--- config.mk ---
export PLATFORM = sky130hd
export DESIGN_NAME = mem_arbiter
export DESIGN_NICKNAME = d
export VERILOG_FILES = /design/src/rtl/mem_arb_pkg.sv /design/src/rtl/mem_arbiter.sv
export SDC_FILE = /design/constraint.sdc
export NUM_CORES = 1
export LEC_CHECK = 0
export CAP_MARGIN = 20
export CORE_ASPECT_RATIO = 2
export CORE_MARGIN = 3
export CORE_UTILIZATION = 36
export CTS_CLUSTER_SIZE = 28
export DETAILED_ROUTE_END_ITERATION = 8
export PLACE_DENSITY = 0.76
export SLEW_MARGIN = 40
export SYNTH_ARGS = -nofsm -noshare
export SYNTH_HDL_FRONTEND = slang
export SYNTH_SLANG_ARGS = --single-unit
--- constraint.sdc ---
create_clock -name clk -period 1.6 [get_ports clk]
set_clock_uncertainty 0.1 [all_clocks]
set_input_delay 0.16 -clock clk [delete_from_list [all_inputs] [get_ports clk]]
set_output_delay 0.16 -clock clk [all_outputs]
set_load 0.03 [all_outputs]
--- src/rtl/mem_arb_pkg.sv ---
// Shared types for the instruction/data memory arbiter.
package mem_arb_pkg;

    localparam int AW_DEFAULT = 16;

    typedef enum logic [1:0] {IDLE, RD, PUSH, WR} state_t;
    typedef enum logic {SRC_I, SRC_D} src_t;

endpackage

--- src/rtl/mem_arbiter.sv ---
// Two-requester (fetch / data) arbiter for a single-ported memory.
// Define ARB_RR_EN to alternate grants on ties instead of fixed data priority.
module mem_arbiter
    import mem_arb_pkg::*;
#(
    parameter int AW = AW_DEFAULT
) (
    input  logic          clk,
    input  logic          rst,
    input  logic          i_req,
    input  logic [AW-1:0] i_req_addr,
    output logic          i_gnt,
    output logic          i_rvalid,
    input  logic          d_req,
    input  logic          d_we,
    input  logic [AW-1:0] d_req_addr,
    output logic          d_gnt,
    output logic          d_done,
    output logic          m_d_read,
    output logic          m_d_write,
    output logic          m_d_push,
    output logic          m_i_read,
    output logic          m_i_push,
    output logic [AW-1:0] m_d_addr,
    output logic [AW-1:0] m_i_addr,
    output logic          busy
);

    state_t state_reg;
    src_t   src_reg;
    logic   we_reg;
    logic   pick_d;

`ifdef ARB_RR_EN
    src_t last_src_reg;

    // On a tie the side that was not granted last wins.
    assign pick_d = d_req && (!i_req || (last_src_reg == SRC_I));
`else
    assign pick_d = d_req;
`endif

    assign busy = (state_reg != IDLE);

    always_ff @(posedge clk or posedge rst) begin
        if (rst) begin
            state_reg <= IDLE;
            src_reg   <= SRC_I;
            we_reg    <= 1'b0;
            i_gnt     <= 1'b0;
            d_gnt     <= 1'b0;
            i_rvalid  <= 1'b0;
            d_done    <= 1'b0;
            m_d_read  <= 1'b0;
            m_d_write <= 1'b0;
            m_d_push  <= 1'b0;
            m_i_read  <= 1'b0;
            m_i_push  <= 1'b0;
            m_d_addr  <= '0;
            m_i_addr  <= '0;
`ifdef ARB_RR_EN
            last_src_reg <= SRC_I;
`endif
        end else begin
            // Every control output is a single-cycle pulse.
            i_gnt     <= 1'b0;
            d_gnt     <= 1'b0;
            i_rvalid  <= 1'b0;
            d_done    <= 1'b0;
            m_d_read  <= 1'b0;
            m_d_write <= 1'b0;
            m_d_push  <= 1'b0;
            m_i_read  <= 1'b0;
            m_i_push  <= 1'b0;
            case (state_reg)
                IDLE: begin
                    if (i_req || d_req) begin
                        if (pick_d) begin
                            d_gnt     <= 1'b1;
                            src_reg   <= SRC_D;
                            we_reg    <= d_we;
                            m_d_addr  <= d_req_addr;
                            state_reg <= d_we ? WR : RD;
                        end else begin
                            i_gnt     <= 1'b1;
                            src_reg   <= SRC_I;
                            we_reg    <= 1'b0;
                            m_i_addr  <= i_req_addr;
                            state_reg <= RD;
                        end
`ifdef ARB_RR_EN
                        last_src_reg <= pick_d ? SRC_D : SRC_I;
`endif
                    end
                end
                RD: begin
                    if (src_reg == SRC_D) begin
                        m_d_read <= !we_reg;
                    end else begin
                        m_i_read <= 1'b1;
                    end
                    state_reg <= PUSH;
                end
                PUSH: begin
                    if (src_reg == SRC_D) begin
                        m_d_push <= 1'b1;
                        d_done   <= 1'b1;
                    end else begin
                        m_i_push <= 1'b1;
                        i_rvalid <= 1'b1;
                    end
                    state_reg <= IDLE;
                end
                WR: begin
                    m_d_write <= 1'b1;
                    d_done    <= 1'b1;
                    state_reg <= IDLE;
                end
                default: state_reg <= IDLE;
            endcase
        end
    end

endmodule
# Word-level counts from Yosys, hierarchy flattened
# Cells that the tools add are included.
# op_classes
n_eq_ne	4
shift	0
n_mux	20
order_cmp	0
reduce_logical	8
bitwise_logic	1
n_div	0
n_addsub	0
multipliers	0
# ops
op	n
1-bit 2-to-1 mux	15
2-bit 2-to-1 mux	3
2-bit case mux with 3 select lines	1
3-bit AND reduction	2
2-bit == test, second input constant	2
2-bit by 1-bit == test with 1-bit output, second input constant	1
2-bit zero test	1
2-bit != test, second input constant	1
1-bit case mux with 2 select lines	1
2-bit AND reduction	1
2-bit nonzero test	1
2-bit OR reduction	1
1-bit zero test	1
1-bit logical OR	1
1-bit NOT	1
# totals
out_inout_bits	42
n_memories	0
romBits	0
elab_cells	46
regBits	44
mem_bits_rw	0
latch_bits	0
input_bits	37

# Depth between registers and ports, before layout
# depth
ltp_word	4
depth_mapped	6

# Worst setup path before layout
# OpenSTA, ideal clock, no wires.
# synth_path
path_kind	reg2reg
startpoint	register state_reg[0]
endpoint	register m_i_addr[0]
stages_incl_launch_ff	5
arrival_ns	1.466
setup_ns	0.125
setup_slack_ns	-0.091
period_less_slack_ns	1.691
path_cell_list	dfrtp_1 > buf_6 > nor4b_4 > buf_6 > mux2_4
# synth_via
elab_chain_cells	2
# synth_lines
element	line_no	source
start: declaration	mem_arbiter.sv:29	state_t state_reg;
start signal: assignment	mem_arbiter.sv:83	state_reg <= d_we ? WR : RD;
2-bit zero test	mem_arbiter.sv:75	case (state_reg)
3-bit AND reduction (no line)	--	
end signal: assignment	mem_arbiter.sv:88	m_i_addr <= i_req_addr;
end: declaration	mem_arbiter.sv:25	output logic [AW-1:0] m_i_addr,
# Every way passes these cells.
# A chain may end at the register's enable or synchronous reset.

==> impl_results.md <==
- Slowest stage cell, crit path: clkdlybuf4s50_1
- Placed cell areas: 2570 µm²
- FILL cells: 385
- Syn nets: 138
- GR Overflow Total: 0
- Cell Rows: 34
- End-of-flow core utilization: 60.2%
- DRT antenna net count: 0
- Fin nets: 228
- DRT Pass-1 Iters: 2
- Peak supply drop: 1510 µV
- Die area: 5580 µm²
- Worst slew margin: 75.4%
- CP bufs+invs: 1
- CP required: 1340 ps
- CTS Sinks: 44
- Chip Height: 103 µm
- F_max: 643 MHz
- Final hold violation count: 0
- Yosys top cell area share: 65.5%
- Flop-to-flop setup slack: 70 ps
- Status: completed
- Post-Syn Area: 1680 µm²
- Root Buffer: clkbuf_8
- Hold Path Class: in2async
- Final WL: 3.80 mm
- Vias in the first global route: 1,231
- Crit start category: register
- Post-DP HPWL: 3.14 mm
- Cell variety after synth: 20
- Fin cells: 246
- CORE AREA: 4420 µm²
- Worst hold margin: 118 ps
- Final Cycle Share: 97.2%
- H-tree levels: 2
- CTS tree: yes
- Die width: 54.3 µm
- Clk Latency, worst-skew pair: 290 ps
- Syn Inst Count: 101
- Crit-path max cell delay: 670 ps
- Largest net degree at the start of global routing: 26
- Yosys reg bits: 44
- Final setup fails: 0
- Hold-fix buffers, CTS: 0
- Power per cell area: 2100 nW/µm²
- Sequential area share after synthesis: 65.5%
- Initial antenna violation count: 0
- Number of DRC markers in iteration 0: 4
- RSZ-0062 raised after global routing: false
- Crit path time final: 1550 ps
- Dpl ws: -181 ps
- First-pass GRT wire length: 5.85 mm
- Main area contributors after synthesis: dfrtp_1, mux2_2, mux2_4
- # diodes: 0
- Vias per cell: 4.50
- Slew at the pin with the worst max-slew slack: 370 ps
- Dpl cells: 238
- Area growth syn-to-layout: 58.3%
- Initial core utilization: 38.0%
- Crit path max-delay family: buffers and inverters
- Synth warnings: 0
- Gp weighted congestion: 0.714
- Post-CTS Setup Bufs: 0
- CP Max Fanout: 2
- Via count: 1,107
- Avg Cell Area, Syn: 16.6 µm²
- Drt drc: 0
- Sequential Area: 1100 µm²
- Critical path arrival: 1290 ps
- Port bufs: 78
- Overall routing resource usage: 15.0%
- Leak: 1.29 nW
- Layout cells sized above 1: 29.2%
- Worst path cell trace: clkdlybuf4s50_1
- CP Class: reg2out
- DR WL/cell: 15.5 µm
- Largest area contributor in the netlist: dfrtp_1
- Max-Cap Viols: 0
- Tot Pwr: 5.59 mW
- I/O pins: 79
- Max Slew Vio Count: 0
- Bufs on Longest Clock Path: 2
- Clk pin slew, worst setup/hold paths: 80 ps
- Multi-input logic area: 515 µm²
- CP endpoint kind: output pin
- Post-layout instance area: 2660 µm²
- Final setup TNS: 0 ps
- Setup ws final: 45.6 ps
- Inserted Clock Buffers: 5
## cells by family after synthesis
kind of cell | count (synthesis) | synth area share [%]
DFF | 44 | 65.5
muxes | 32 | 23.4
and+or+nand+nor | 11 | 5.28
buffers and inverters | 9 | 3.87
AOI/OAI and AO/OA | 5 | 1.93
## power breakdown
part	internal [mW]	switching (mW)	leakage, nW	total (mW)
clock network	0.353	0.362	0.0516	0.715
logic	1.32	1.62	0.707	2.94
registers	1.64	0.289	0.532	1.93
total	3.32	2.27	1.29	5.59
## synthesized netlist by cell type, drive strengths merged
| library cell | instances |
|---|---|
| mux2 | 32 |
| o21a | 2 |
| and3b | 1 |
| buf | 6 |
| nand2 | 1 |
| o21ai | 1 |
| and2 | 2 |
| a21oi | 1 |
| nor3b | 2 |
| dfrtp | 44 |
| a21o | 1 |
| inv | 3 |
| nor4b | 1 |
| nor2 | 2 |
| nor4bb | 1 |
| nand3 | 1 |
## repair_timing
action / 4_1_cts / 5_1_grt
pin swaps: 0 / 0
setup endpoints to repair: 23 / 12
resized for setup: 23 / 11
## cell type report
cell class / instances / share of cell area [%]
Multi-Input combinational cell: 48 / 19.4
Clock inverter: 2 / 0.517
Sequential cell: 44 / 41.4
Clock buffer: 6 / 3.10
Inverter: 3 / 0.423
Tap cell: 54 / 2.54
Timing Repair Buffer: 89 / 32.7
## routing by layer
metal	global-route usage (%)	wire length, µm	vias to the layer above
li1	-	-	522
met1	15.6	1180	528
met2	25.9	2220	50
met3	4.49	284	7
met4	8.06	112	0
met5	0	0	-
## worst reg2reg max path, delay by kind of cell (launching register included)
| kind | cells | cell delay, ps |
|---|---|---|
| simple gates | 1 | 290 |
| mux | 1 | 320 |
| buf+inv | 1 | 260 |
| flops | 1 | 430 |
## final timing paths
path                         startpoint      endpoint  cells after the start
min in group clk                 we_reg      m_d_read                      1
setup / recovery               m_i_push      i_rvalid                      1
hold reg to reg                  we_reg      m_d_read                      1
max in group asynchronous           rst  state_reg[1]                      3
hold / removal                      rst  m_i_addr[13]                      3
setup reg to reg           state_reg[0]   m_i_addr[4]                      3
## cells in the final DEF, fill, tap and decap left out
| cell | synthesis | final |
|---|---|---|
| nor4b_4 | 1 | 1 |
| inv_1 | 3 | 2 |
| buf_12 | 0 | 1 |
| clkinv_2 | 0 | 1 |
| a21o_1 | 1 | 1 |
| nand3_1 | 1 | 1 |
| clkbuf_8 | 0 | 6 |
| dfrtp_1 | 44 | 43 |
| o21a_1 | 2 | 2 |
| buf_4 | 2 | 11 |
| mux2_4 | 9 | 9 |
| mux2_2 | 23 | 23 |
| and3b_1 | 1 | 1 |
| inv_6 | 0 | 1 |
| dlymetal6s2s_1 | 0 | 10 |
| clkdlybuf4s50_1 | 0 | 44 |
| nor2_1 | 1 | 1 |
| nor4bb_1 | 1 | 1 |
| inv_2 | 0 | 1 |
| nand2_1 | 1 | 1 |
| nor2_2 | 1 | 1 |
| nor3b_1 | 2 | 2 |
| dlygate4sd2_1 | 0 | 23 |
| o21ai_0 | 1 | 1 |
| dfrtp_2 | 0 | 1 |
| and2_1 | 2 | 2 |
| a21oi_1 | 1 | 1 |
No activity file was read; power rests on OpenSTA's default activity.
